## config.mk

```make
export PLATFORM = sky130hd
export DESIGN_NAME = serial_word_deser
export DESIGN_NICKNAME = d
export VERILOG_FILES = /design/src/rtl/serial_word_deser.sv
export SDC_FILE = /design/constraint.sdc
export NUM_CORES = 1
export LEC_CHECK = 0
export CORE_UTILIZATION = 40
export DETAILED_ROUTE_END_ITERATION = 8
export SLEW_MARGIN = 20
export SYNTH_ARGS = -nofsm -noshare
export SYNTH_HDL_FRONTEND = slang
export SYNTH_SLANG_ARGS = --single-unit
```

## constraint.sdc

```tcl
create_clock -name clk -period 1.8 [get_ports clk]
set_input_delay 0.45 -clock clk [delete_from_list [all_inputs] [get_ports clk]]
set_output_delay 0.45 -clock clk [all_outputs]
set_load 0.005 [all_outputs]
```

## src/rtl/serial_word_deser.sv

```systemverilog
// -----------------------------------------------------------------------------
// serial_word_deser
//
// Serial-to-parallel word deserializer with sync-word frame alignment.
// Bits arrive MSB first, qualified by bit_vld. In HUNT the shift register is
// compared against SYNC_WORD after every valid bit. A match moves the block to
// LOCKED. In LOCKED, every WIDTH valid bits complete one word.
//
// A completed word equal to SYNC_WORD re-aligns the frame and is not output.
// Any other completed word goes to a single-entry valid/ready output register.
// If that register is still full and not being accepted, the new word is
// dropped and the sticky overflow flag is set.
//
// Ports:
//   clk       in   1      clock, rising edge
//   rst       in   1      asynchronous active-high reset
//   bit_in    in   1      serial data bit, MSB first
//   bit_vld   in   1      bit_in qualifier
//   hunt_req  in   1      force return to alignment search
//   word_rdy  in   1      downstream accepts word_out this cycle
//   clr_ovf   in   1      clear the sticky overflow flag
//   word_out  out  WIDTH  registered deserialized word
//   word_vld  out  1      word_out holds an unaccepted word
//   locked    out  1      registered, high while in LOCKED
//   overflow  out  1      sticky, a completed word was dropped
// -----------------------------------------------------------------------------
module serial_word_deser #(
    parameter int               WIDTH     = 8,
    parameter logic [WIDTH-1:0] SYNC_WORD = 8'hA5
) (
    input  logic             clk,
    input  logic             rst,
    input  logic             bit_in,
    input  logic             bit_vld,
    input  logic             hunt_req,
    input  logic             word_rdy,
    input  logic             clr_ovf,
    output logic [WIDTH-1:0] word_out,
    output logic             word_vld,
    output logic             locked,
    output logic             overflow
);

    localparam int CW = $clog2(WIDTH);

    typedef enum logic {
        ST_HUNT   = 1'b0,
        ST_LOCKED = 1'b1
    } state_t;

    state_t           state_q;
    logic [WIDTH-1:0] shreg_q;
    logic [CW-1:0]    cnt_q;
    logic [WIDTH-1:0] word_q;
    logic             word_vld_q;
    logic             locked_q;
    logic             overflow_q;

    logic [WIDTH-1:0] shreg_d;
    logic             wrap_s;
    logic             word_done_s;
    logic             load_s;
    logic             ovf_set_s;

    // Post-shift value; both sync detection and word completion look at it.
    assign shreg_d = {shreg_q[WIDTH-2:0], bit_in};
    assign wrap_s  = (cnt_q == CW'(WIDTH - 1));

    // Word completion and output-register load/drop decisions.
    always_comb begin
        word_done_s = 1'b0;
        load_s      = 1'b0;
        ovf_set_s   = 1'b0;
        // hunt_req wins over a word completing on the same edge.
        if ((state_q == ST_LOCKED) && bit_vld && !hunt_req && wrap_s
            && (shreg_d != SYNC_WORD)) begin
            word_done_s = 1'b1;
        end else begin
            word_done_s = 1'b0;
        end
        if (word_done_s) begin
            load_s    = !word_vld_q || word_rdy;
            ovf_set_s = word_vld_q && !word_rdy;
        end else begin
            load_s    = 1'b0;
            ovf_set_s = 1'b0;
        end
    end

    // Alignment FSM, shift register, bit counter and registered outputs.
    always_ff @(posedge clk or posedge rst) begin
        if (rst) begin
            state_q    <= ST_HUNT;
            shreg_q    <= '0;
            cnt_q      <= '0;
            word_q     <= '0;
            word_vld_q <= 1'b0;
            locked_q   <= 1'b0;
            overflow_q <= 1'b0;
        end else begin
            // A set on the same edge as a clear leaves the flag set.
            if (ovf_set_s) begin
                overflow_q <= 1'b1;
            end else if (clr_ovf) begin
                overflow_q <= 1'b0;
            end else begin
                overflow_q <= overflow_q;
            end

            // The output register keeps its word across a hunt_req.
            if (load_s) begin
                word_q     <= shreg_d;
                word_vld_q <= 1'b1;
            end else if (word_vld_q && word_rdy) begin
                word_vld_q <= 1'b0;
            end else begin
                word_vld_q <= word_vld_q;
            end

            if (hunt_req) begin
                state_q  <= ST_HUNT;
                shreg_q  <= '0;
                cnt_q    <= '0;
                locked_q <= 1'b0;
            end else if (bit_vld) begin
                shreg_q <= shreg_d;
                case (state_q)
                    ST_HUNT: begin
                        cnt_q <= '0;
                        if (shreg_d == SYNC_WORD) begin
                            state_q  <= ST_LOCKED;
                            locked_q <= 1'b1;
                        end else begin
                            state_q  <= ST_HUNT;
                            locked_q <= 1'b0;
                        end
                    end
                    ST_LOCKED: begin
                        // Re-sync words also wrap here, which keeps alignment.
                        state_q  <= ST_LOCKED;
                        locked_q <= 1'b1;
                        if (wrap_s) begin
                            cnt_q <= '0;
                        end else begin
                            cnt_q <= cnt_q + CW'(1);
                        end
                    end
                    default: begin
                        state_q  <= ST_HUNT;
                        cnt_q    <= '0;
                        locked_q <= 1'b0;
                    end
                endcase
            end else begin
                shreg_q <= shreg_q;
                cnt_q   <= cnt_q;
            end
        end
    end

    assign word_out = word_q;
    assign word_vld = word_vld_q;
    assign locked   = locked_q;
    assign overflow = overflow_q;

endmodule

```

### Word-level counts from Yosys, hierarchy flattened

Index checks and enable logic that the tools add are counted.

* register bits after elaboration: 21
* output and inout bits: 11
* logic and storage cells: 41

* bitwise gates (word level): 1
* reductions and logical operators: 13
* $add $sub $neg: 1
* equal/unequal tests: 3
* multiplexer cells: 17

Operator list (count)
* 7-bit two-way mux: 2
* 1-bit two-way mux: 10
* 3-bit two-way mux: 3
* 8-bit == test, second input constant: 1
* 8-bit != test, second input constant: 1
* 1-bit logical AND: 6
* 3-bit case mux with 2 select lines: 1
* 2-bit nonzero test: 3
* 3-bit by 1-bit adder with 3-bit output, second input constant: 1
* 3-bit == test, second input constant: 1
* 1-bit logical NOT: 3
* 1-bit case mux with 2 select lines: 1
* 1-bit logical OR: 1
* 1-bit NOT: 1

### Depth between registers and ports, before layout

* word-level depth: 7
* depth in mapped cells: 5
* gate-level depth less buffers: 5

### Least setup slack after synthesis

No wires, ideal clock.

* path type: reg-to-reg
* start point: register cnt_q[0]
* end point: register word_q[0], in the netlist word_out[0]
* data required time: 1.675 ns
* period minus slack after synthesis: 1.624 ns
* setup time: 0.125 ns
* arrival: 1.500 ns
* setup slack: 0.176 ns
* stages on the path, launching flop included: 6
* cell sequence: dfrtp_1 -> ha_1 -> ha_1 -> nand4b_1 -> a211oi_4 -> mux2_2

* word-level cells in the longest chain between the ends: 5

Ends and longest elaborated chain
* start, declared: RTL line 53 `logic [CW-1:0] cnt_q;`
* start signal, assigned: RTL line 145 `cnt_q <= cnt_q + CW'(1);`
* start signal, assigned: RTL line 156 `cnt_q <= cnt_q;`
* 3-bit == test: RTL line 67 `assign wrap_s = (cnt_q == CW'(WIDTH - 1));`
* 1-bit logical AND: RTL line 75 `if ((state_q == ST_LOCKED) && bit_vld && !hunt_req && wrap_s`
* 1-bit logical AND: RTL line 76 `&& (shreg_d != SYNC_WORD)) begin`
* 1-bit two-way mux: RTL line 75
* 1-bit two-way mux: RTL line 81 `if (word_done_s) begin`
* end signal, assigned: RTL line 112 `word_q <= shreg_d;`
* end, declared: RTL line 54 `logic [WIDTH-1:0] word_q;`

No other way between the ends.
A chain may end at the register's enable or synchronous reset.

### Final worst setup path

* start point: register locked_q, in the netlist locked
* end point: output locked

RTL lines
* start, declared: RTL line 56 `logic locked_q;`
* start signal, assigned: RTL line 98 `locked_q <= 1'b0;`
* start signal, assigned: RTL line 124 `locked_q <= 1'b0;`
* start signal, assigned: RTL line 132 `locked_q <= 1'b1;`
* end, declared: RTL line 40 `output logic locked,`

No word-level cell between the ends.

==> flow_metrics.py <==
metrics = {
    "worst_setup_path": {
        "cp.depth": 1,
        "crit_fanout": 6,
        "internal_reg_to_reg_setup_slack_ps": 90,
        "cp.arrival_ps": 1260,
        "cp_cell_sequence": "clkdlybuf4s50_1",
        "critPathRequiredTime_ps": 1350,
        "timing.rr.start": "cnt_q[0]$_DFFE_PP0P_",
        "critical_path.endpoint_type": "output pin",
        "cpMaxStageDelayCell": "sky130_fd_sc_hd__clkdlybuf4s50_1",
        "crit_family": "buffers and inverters",
        "cp-endpoint": "locked",
        "worst_r2r_path_depth": 6,
        "timing.critical_path.buf_inv": 1,
        "startpoint": "locked$_DFFE_PP0P_",
        "regToRegEndpoint": "word_out[4]$_DFFE_PP0P_",
        "criticalPathCategory": "register to output pin",
        "slowest_delay_ps": 520,
        "timing.critical_path.from_type": "register",
    },
    "detailed_routing": {
        "drt_drc_violations_left": 0,
        "final_antenna_net_count": 0,
        "detailed_router_iteration_count_before_antenna_repair": 2,
        "drt-wirelength-per-cell_um": 13.9,
        "avgViaCountPerCell": 4.99,
        "initialDrtViolationCount": 8,
        "routed-via-count": 629,
        "postRouteWirelength_mm": 1.75,
    },
    "die": {
        "effective_utilization_at_floorplan": 0.447,
        "placeableCoreArea_mm2": 0.00204,
        "placementRows": 16,
        "chipWidth_um": 49.8,
        "top_level_ports": 18,
        "floorplan.die.height_um": 49.8,
        "die_area_mm2": 0.00248,
    },
    "clocking": {
        "later_pin_clock_latency_in_the_skew_report_ps": 300,
        "cts_root_buf": "sky130_fd_sc_hd__clkbuf_4",
        "bufs_on_longest_clock_path": 2,
        "htree_num_levels": 1,
        "tritoncts.num_buffers": 3,
        "cts.clk_slew.worst_paths_ps": 110,
        "holdBufCountCts": 0,
        "tritoncts_clock_tree": "yes",
        "cts.sink_count": 21,
    },
    "grt": {
        "overflow": 0,
        "grt_first_pass_wirelength_mm": 3.08,
        "grt_antenna_before_repair": 0,
        "grtUsageTotal": 0.167,
        "grt_pass1_vias": 677,
        "grt_max_degree": 22,
    },
    "hold_path": {
        "worstHoldPathType": "primary input to asynchronous set/reset pin",
    },
    "timing": {
        "clock_skew_ps": 2.23,
        "maxClockFrequency_mhz": 585,
        "final_slew_viol_count": 0,
        "period_share": 0.950,
        "timing.final.hold_violations": 0,
        "finalWorstPathRequiredPeriod_ps": 1710,
        "maxSlewHeadroom": 0.767,
        "report.final.setup_viol": 0,
        "fin_worst_hold_slack_ps": 465,
        "tightestPinTransition_ps": 348,
        "rsz_0062_raised_after_global_routing": "true",
    },
    "finish": {
        "post-route-cell-area_mm2": 0.00125,
        "antennaDiodeCount": 0,
        "area_growth_syn_to_layout_pct": 37.0,
        "fin_util": 0.612,
        "design.final.nets": 109,
        "drive_above_1_share": 0.263,
    },
    "place": {
        "dp.final_hpwl_mm": 1.22,
        "placement.io_buffers": 17,
        "globalplace.congestion": 0.696,
        "detailed_place.area_mm2": 0.00117,
    },
    "synth": {
        "async_flop_share": 1.00,
        "netlist.area_leader.share": 0.576,
        "synth_largest_area_cell": "sky130_fd_sc_hd__dfrtp_1",
        "ys_seq_area_frac": 0.576,
        "synth.avg_cell_area_um2": 13.0,
        "syn_nets": 79,
        "post_syn_area_um2": 912,
        "post_synthesis_cell_count": 70,
        "ys.warnings.count": 0,
        "synth.distinct_cells": 20,
        "synth.top_cells.by_count": "sky130_fd_sc_hd__dfrtp_1, sky130_fd_sc_hd__nor2_1, sky130_fd_sc_hd__mux2_2",
        "ys_ff_latch": 21,
        "synth_ff_type": "sky130_fd_sc_hd__dfrtp_1",
        "number_of_flops_mapped_to_enable_cells_by_yosys": 0,
        "synth.area.top_cells": "sky130_fd_sc_hd__dfrtp_1, sky130_fd_sc_hd__mux2_2, sky130_fd_sc_hd__mux2i_1",
        "synth.most_common_cell": "sky130_fd_sc_hd__dfrtp_1",
    },
    "power": {
        "cellPowerDensity_mw_per_mm2": 599,
        "combPwrFrac": 0.067,
        "max-vdd-ir-drop_uv": 365,
        "internal_power_of_the_cells_uw": 585,
        "power.net_switching_uw": 163,
        "leak_pwr_nw": 0.578,
        "switching_share": 0.218,
        "power.share.clock": 0.295,
        "seqPwrFrac": 0.638,
    },
    "outcome": {
        "outcome": "complete, no violations",
    },
    "run": {
        "cap_viol_max_count": 0,
    },
}
## cell usage in the layout (no fill, tap or decap), drive strengths merged, types with 2 or more instances in the layout
master and n:
dfrtp 21, ha 2, clkdlybuf4s50 17, nor2b 2
mux2 8, nand2b 3, a31oi 2, buf 10
clkbuf 4, a21oi 2, mux2i 7, nor2 10
nand3 2, inv 2
## per-stage QoR
step	setup WS (ps)	instances	power [mW]	setup TNS, ps
3_3_place_gp	-153	120	0.538	-1140
2_1_floorplan	176	70	0.510	0
3_5_place_dp	-163	120	0.538	-1270
6_report	89.3	126	0.748	0
4_1_cts	59.4	124	0.762	0
5_1_grt	-18.0	126	0.786	-48.5
## cell families (layout without fill, tap and decap cells)
group / Yosys count / in the layout / share of synthesized area
DFF: 21 / 21 / 0.576
muxes: 15 / 15 / 0.176
adders and majority gates: 2 / 2 / 0.0274
buffers and inverters: 4 / 33 / 0.0178
AOI/OAI and AO/OA: 7 / 7 / 0.0617
and+or+nand+nor: 21 / 21 / 0.141
## worst min path at each step
stage | endpoint | cells past startpoint | slack (ps)
after floorplan | cnt_q[0]$_DFFE_PP0P_ | 1 | 430
after global placement | word_out[2]$_DFFE_PP0P_ | 1 | 490
after detailed placement | word_out[7]$_DFFE_PP0P_ | 1 | 500
after CTS | cnt_q[2]$_DFFE_PP0P_ | 3 | 470
after global routing | cnt_q[2]$_DFFE_PP0P_ | 3 | 520
final | word_out[0]$_DFFE_PP0P_ | 3 | 460
## metal layers
metal  up-vias  wire, um  global-route usage
li1        298         -                   -
met1       320       784               0.210
met2         9       900               0.288
met3         2        51              0.0370
met4         0        14              0.0429
met5         -         0                   0
## area by class of cell
type | instances | area [um^2]
Sequential cell | 21 | 526
Fill cell | 178 | 792
Multi-Input combinational cell | 45 | 404
Clock buffer | 4 | 26.3
Inverter | 2 | 7.51
Tap cell | 27 | 33.8
Timing Repair Buffer | 27 | 253
## state kept, by name, indices dropped and copies added, names as in the netlist
register and flops:
word_vld 1, word_out 8, locked 1, shreg_q 7, cnt_q 3, overflow 1
## power groups by stage
stage               Combinational (mW)  Clock (mW)  Sequential (mW)
floorplan                       0.0237           0            0.486
global placement                0.0506           0            0.487
detailed placement              0.0510           0            0.487
CTS                             0.0514       0.233            0.478
global route                    0.0562       0.251            0.479
finish                          0.0500       0.221            0.478
## repair_timing
action	CTS	global route
resized for setup	0	10
setup buffers	0	2
endpoints found under the setup margin	0	8
(Power assumes the default switching activity.)
